## config.mk

```make
export PLATFORM = sky130hd
export DESIGN_NAME = router_vc_input_buffer
export DESIGN_NICKNAME = d
export VERILOG_FILES = /design/src/rtl/router_vc_input_buffer.sv
export SDC_FILE = /design/constraint.sdc
export NUM_CORES = 1
export LEC_CHECK = 0
export BUFFER_PORTS_ARGS = -buffer_cell sky130_fd_sc_hd__buf_2
export CAP_MARGIN = 10
export CORE_UTILIZATION = 30
export CTS_CLUSTER_SIZE = 28
export DETAILED_ROUTE_END_ITERATION = 7
export PLACE_DENSITY = 0.5
export SKIP_CTS_REPAIR_TIMING = 1
export SYNTH_ARGS = -nofsm -noshare
export SYNTH_HDL_FRONTEND = slang
export SYNTH_HIERARCHICAL = 1
export SYNTH_SLANG_ARGS = --single-unit
```

## constraint.sdc

```tcl
create_clock -name clk -period 3.7 [get_ports clk]
set_input_delay 0.37 -clock clk [delete_from_list [all_inputs] [get_ports clk]]
set_output_delay 0.37 -clock clk [all_outputs]
set_load 0.02 [all_outputs]
```

## src/rtl/router_vc_input_buffer.sv

```systemverilog
// Two-VC router input buffer: link side writes VC[polarity], crossbar side drains VC[~polarity].
// Latency: a flit written at edge E reaches so/do at edge E+1 (next phase), with ri=1 and the flit at the head.
// Backpressure: ro is low while the write VC is full; a flit offered then is discarded and err_drop is set (sticky).

module router_vc_fifo #(
    parameter int DATA_WIDTH = 64,
    parameter int DEPTH      = 4,
    parameter int CNT_W      = $clog2(DEPTH + 1)
) (
    input  logic                  clk,
    input  logic                  reset,
    input  logic                  push,
    input  logic [DATA_WIDTH-1:0] push_dat,
    input  logic                  pop,
    output logic [DATA_WIDTH-1:0] head_dat,
    output logic [CNT_W-1:0]      count
);
    // Callers only push when not full and pop when not empty.
    localparam int PTR_W = (DEPTH > 1) ? $clog2(DEPTH) : 1;
    localparam logic [PTR_W-1:0] LAST = PTR_W'(DEPTH - 1);

    logic [DATA_WIDTH-1:0] mem [DEPTH];
    logic [PTR_W-1:0]      wptr;
    logic [PTR_W-1:0]      rptr;

    always_ff @(posedge clk or negedge reset) begin
        if (!reset) begin
            wptr  <= '0;
            rptr  <= '0;
            count <= '0;
        end else begin
            if (push) begin
                wptr <= (wptr == LAST) ? '0 : wptr + PTR_W'(1);
            end
            if (pop) begin
                rptr <= (rptr == LAST) ? '0 : rptr + PTR_W'(1);
            end
            case ({push, pop})
                2'b10:   count <= count + CNT_W'(1);
                2'b01:   count <= count - CNT_W'(1);
                default: count <= count;
            endcase
        end
    end

    // Storage carries no reset; the counters alone define which slots are live.
    always_ff @(posedge clk) begin
        if (push) begin
            mem[wptr] <= push_dat;
        end
    end

    assign head_dat = mem[rptr];
endmodule

module router_vc_input_buffer #(
    parameter  int DATA_WIDTH   = 64,
    parameter  int BUFFER_DEPTH = 4,
    localparam int CNT_W        = $clog2(BUFFER_DEPTH + 1)
) (
    input  logic                  clk,
    input  logic                  reset,
    input  logic                  polarity,
    input  logic                  si,
    input  logic [DATA_WIDTH-1:0] di,
    output logic                  ro,
    output logic                  so,
    output logic [DATA_WIDTH-1:0] dout,
    input  logic                  ri,
    output logic [CNT_W-1:0]      occ_vc0,
    output logic [CNT_W-1:0]      occ_vc1,
    output logic                  err_drop
);
    logic                  wv;
    logic                  rv;
    logic                  rd_ok;
    logic [1:0]            push;
    logic [1:0]            pop;
    logic [CNT_W-1:0]      occ  [2];
    logic [DATA_WIDTH-1:0] head [2];

    // wv and rv always differ, so one VC is never read and written at the same edge.
    assign wv    = polarity;
    assign rv    = ~polarity;
    assign ro    = (occ[wv] != CNT_W'(BUFFER_DEPTH));
    assign rd_ok = ri && (occ[rv] != '0);

    assign push[0] = si & ro & ~wv;
    assign push[1] = si & ro &  wv;
    assign pop[0]  = rd_ok & ~rv;
    assign pop[1]  = rd_ok &  rv;

    for (genvar v = 0; v < 2; v++) begin : g_vc
        router_vc_fifo #(
            .DATA_WIDTH (DATA_WIDTH),
            .DEPTH      (BUFFER_DEPTH),
            .CNT_W      (CNT_W)
        ) u_fifo (
            .clk      (clk),
            .reset    (reset),
            .push     (push[v]),
            .push_dat (di),
            .pop      (pop[v]),
            .head_dat (head[v]),
            .count    (occ[v])
        );
    end

    assign occ_vc0 = occ[0];
    assign occ_vc1 = occ[1];

    always_ff @(posedge clk or negedge reset) begin
        if (!reset) begin
            so       <= 1'b0;
            dout     <= '0;
            err_drop <= 1'b0;
        end else begin
            so <= rd_ok;
            if (rd_ok) begin
                dout <= head[rv];
            end
            if (si && !ro) begin
                err_drop <= 1'b1;
            end
        end
    end
endmodule
```

==> impl_results.md <==
- Crit path DAT: slightly above 3000 ps
- Placer Congestion: 0.664
- Hold Crit Class: primary input to async pin
- Initial antenna violation count: 8
- DRT Wirelength: 50300 um
- Synthesized area: about 23000 um2
- Post-synthesis cell type count: 25
- Antenna Nets Post-Route: 0
- Layout cell share with drive strength beyond 1: around 45%
- Asr flop ratio synth: a little over an eighth
- Vias in the first global route: between 10000 and 15000
- Seq. cell area: 17400 um2
- Worst r2r dst: dout[26]
- Final hold vios: 30
- Overall routing resource usage: between 10% and 20%
- Top_reg_cell synth: edfxtp_1
- CP startpoint: g_vc[1].u_fifo/rptr[0]
- Site Rows: 100
- Max_cap viols: 0
- RR Startpoint: g_vc[1].u_fifo/rptr[0]
- Area of the multi-input gates: approximately 5000 um2
- Root buffer cell: clkbuf_16
- Commonest cells after routing, fill and taps aside: 512 x edfxtp_1, 139 x buf_2, 128 x mux4_2, 84 x mux2_2, 76 x dfrtp_1
- Crit path to: dout[26]
- Sequential area share after synthesis: about three quarters
- Unrepaired setup endpoints after global routing: false
- Max VDD drop: about 0.37 mV
- Mapped Nets: 1045
- Flops & latches, synth: between 500 and 600
- Fin. max-slew vios: 0
- Commonest non-fill, non-tap cell in the layout: edfxtp_1
- Status: complete, but fails checks
- Max Clk Rate: between 300 and 400 MHz
- Worst Path Max Fanout: 35
- Setup TNS Final: 0 ps
- Fillcell total: between 6000 and 7000
- Pre-CTS setup slack: ~860 ps
- Per-cell routed wire length: roughly 23 um
- R2R depth: 4
- Die width: approximately 280 um
- Crit Path Category: flop to flop
- Overflow after GRT: 0
- CP endpoint kind: flop
- I/O pins: between 100 and 150
- Static Leakage: ~9.1 nW
- Synth warnings: 6
- CTS tree: yes
- Initial DRC Count: roughly 570
- H-Tree Depth: 3
- Syn Area/Cell: approximately 24 um2
- Clk sinks: 592
- HPWL after DPL: between 20000 and 30000 um
- Die height: roughly 280 um
- DRT Pass-1 Iters: 6
- CP required: around 4200 ps
- Area of the die: just under 80000 um2
- Vias after detailed routing: around 10000
- Later-pin clock latency in the skew report: around 590 ps
- Global-route wire length before repair: 74900 um
- Mapped Cells: approximately 960
- Core Region: 74700 um2
- Cells along the critical path: buf_4 > mux4_2 > mux2_2 > mux2_4
- Post-route minimum period: between 2000 and 3000 ps
- Hold slack final: -41.2 ps
- Post-synth EDFFs: a little over 500
- Slew HR: 29.5%
- Area delta synth->final: 18.0%
- Post-Route Skew: approximately 22 ps
- Initial core utilization: between 30% and 40%
- Max Buffers Root-to-Sink: 3
- Max stage delay cell, worst path: dfrtp_4
- Drt drc: 0
- Largest net degree at the start of global routing: between 60 and 70
- Nets: ~1200
- Setup violations, final: 0
- PnR worst setup slack: roughly 1100 ps
- Clock slew at the register clock pins of the worst setup and hold paths: 60 ps
- PwrDens: a little under 800 nW/um2
- Failing checks: negative hold slack
- CP Launch Type: flop
- Vias per cell: 4.63
- Count of input and output buffers: between 100 and 150
- Reg2reg setup slack: between 1000 and 1500 ps
- Max incr delay on CP: 910 ps
- Least-Margin Pin Slew: 1060 ps
- TritonCTS buffer count: 67
- Tcrit/Tclk final: a little under 70%
[through the flow]
| step | power (mW) | util, % | instances | instance area (um2) |
|---|---|---|---|---|
| CTS | 21.3 | 35.9 | 2174 | 26800 |
| finish | 20.9 | 36.0 | 2176 | 26900 |
| global route | 21.9 | 35.9 | 2174 | 26800 |
| global placement | 14.8 | 33.1 | 2055 | 24700 |
| floorplan | 13.0 | - | 962 | 22800 |
| detailed placement | 14.9 | 33.1 | 2055 | 24700 |
[Yosys cell counts (2+ instances only)]
| cell type | number | area (um2) |
|---|---|---|
| fa_1 | 2 | 40.0 |
| buf_2 | 13 | 65.1 |
| mux2_4 | 49 | 736 |
| nor4b_1 | 2 | 17.5 |
| inv_1 | 10 | 37.5 |
| or3_1 | 2 | 12.5 |
| xnor2_1 | 3 | 26.3 |
| buf_4 | 4 | 30.0 |
| ha_1 | 12 | 150 |
| edfxtp_1 | 512 | 15400 |
| mux2_2 | 84 | 946 |
| o21ai_0 | 5 | 25.0 |
| and2_1 | 8 | 50.1 |
| dfrtp_1 | 80 | 2000 |
| buf_6 | 17 | 191 |
| xor2_1 | 3 | 26.3 |
| nand2_1 | 5 | 18.8 |
| mux4_2 | 128 | 2880 |
| nor2_1 | 9 | 33.8 |
| clkbuf_1 | 9 | 33.8 |
[cell families after synthesis]
group                      share of synthesized area (%)
adders and majority gates                          0.836
muxes                                               20.1
xor gates and xnor gates                           0.231
DFF                                                 76.4
AOI/OAI and AO/OA                                  0.346
and+or+nand+nor                                    0.583
buffers and inverters                               1.57
[registers in the layout, summed over array words and instances, names as in the netlist]
| name | count |
|---|---|
| g_vc.u_fifo/mem | 512 |
| dout | 64 |
| g_vc.u_fifo/count | 6 |
| g_vc.u_fifo/rptr | 4 |
| g_vc.u_fifo/wptr | 4 |
| err_drop | 1 |
| so | 1 |
[layer usage]
| metal | global-route usage, % | up-vias | routed length, um |
|---|---|---|---|
| met5 | 0 | - | 13 |
| li1 | - | 4379 | - |
| met2 | 22.7 | 202 | 25400 |
| met1 | 17.0 | 5433 | 22000 |
| met4 | 3.75 | 2 | 850 |
| met3 | 2.67 | 69 | 2060 |
[area by class of cell]
cell class / instances / share of cell area (%)
antenna: 2 / 0.0186
clock buffer: 89 / 6.97
clock inverter: 30 / 0.871
inverter: 10 / 0.140
multi-input combinational: 317 / 18.8
sequential: 592 / 64.8
tap: 969 / 4.51
timing repair buffer: 167 / 3.93
[report_power, final]
group | switching [mW] | internal [mW] | leakage [nW] | total, mW
combinational | 2.46 | 2.83 | 2.51 | 5.30
sequential | 0.924 | 8.33 | 5.58 | 9.26
clock | 2.62 | 3.71 | 1.04 | 6.33
total | 6.01 | 14.9 | 9.13 | 20.9
[how the worst min path moves through the flow]
stage                           endpoint  slack, ps  depth (start not counted)
2_1_floorplan                    dout[0]         70                          0
3_3_place_gp                    err_drop        480                          1
3_5_place_dp                    err_drop        480                          1
4_1_cts                         dout[26]         -5                          1
5_1_grt        g_vc[0].u_fifo/mem[2][39]         30                          1
6_report                        dout[26]        -40                          1
[critical path, delay by kind of cell, from the launching register on]
| kind | cells | cell delay [ps] |
|---|---|---|
| buffers and inverters | 1 | 410 |
| multiplexers | 3 | 1080 |
| flip-flops | 1 | 910 |
Note: power is estimated with default switching activity, not from simulation.
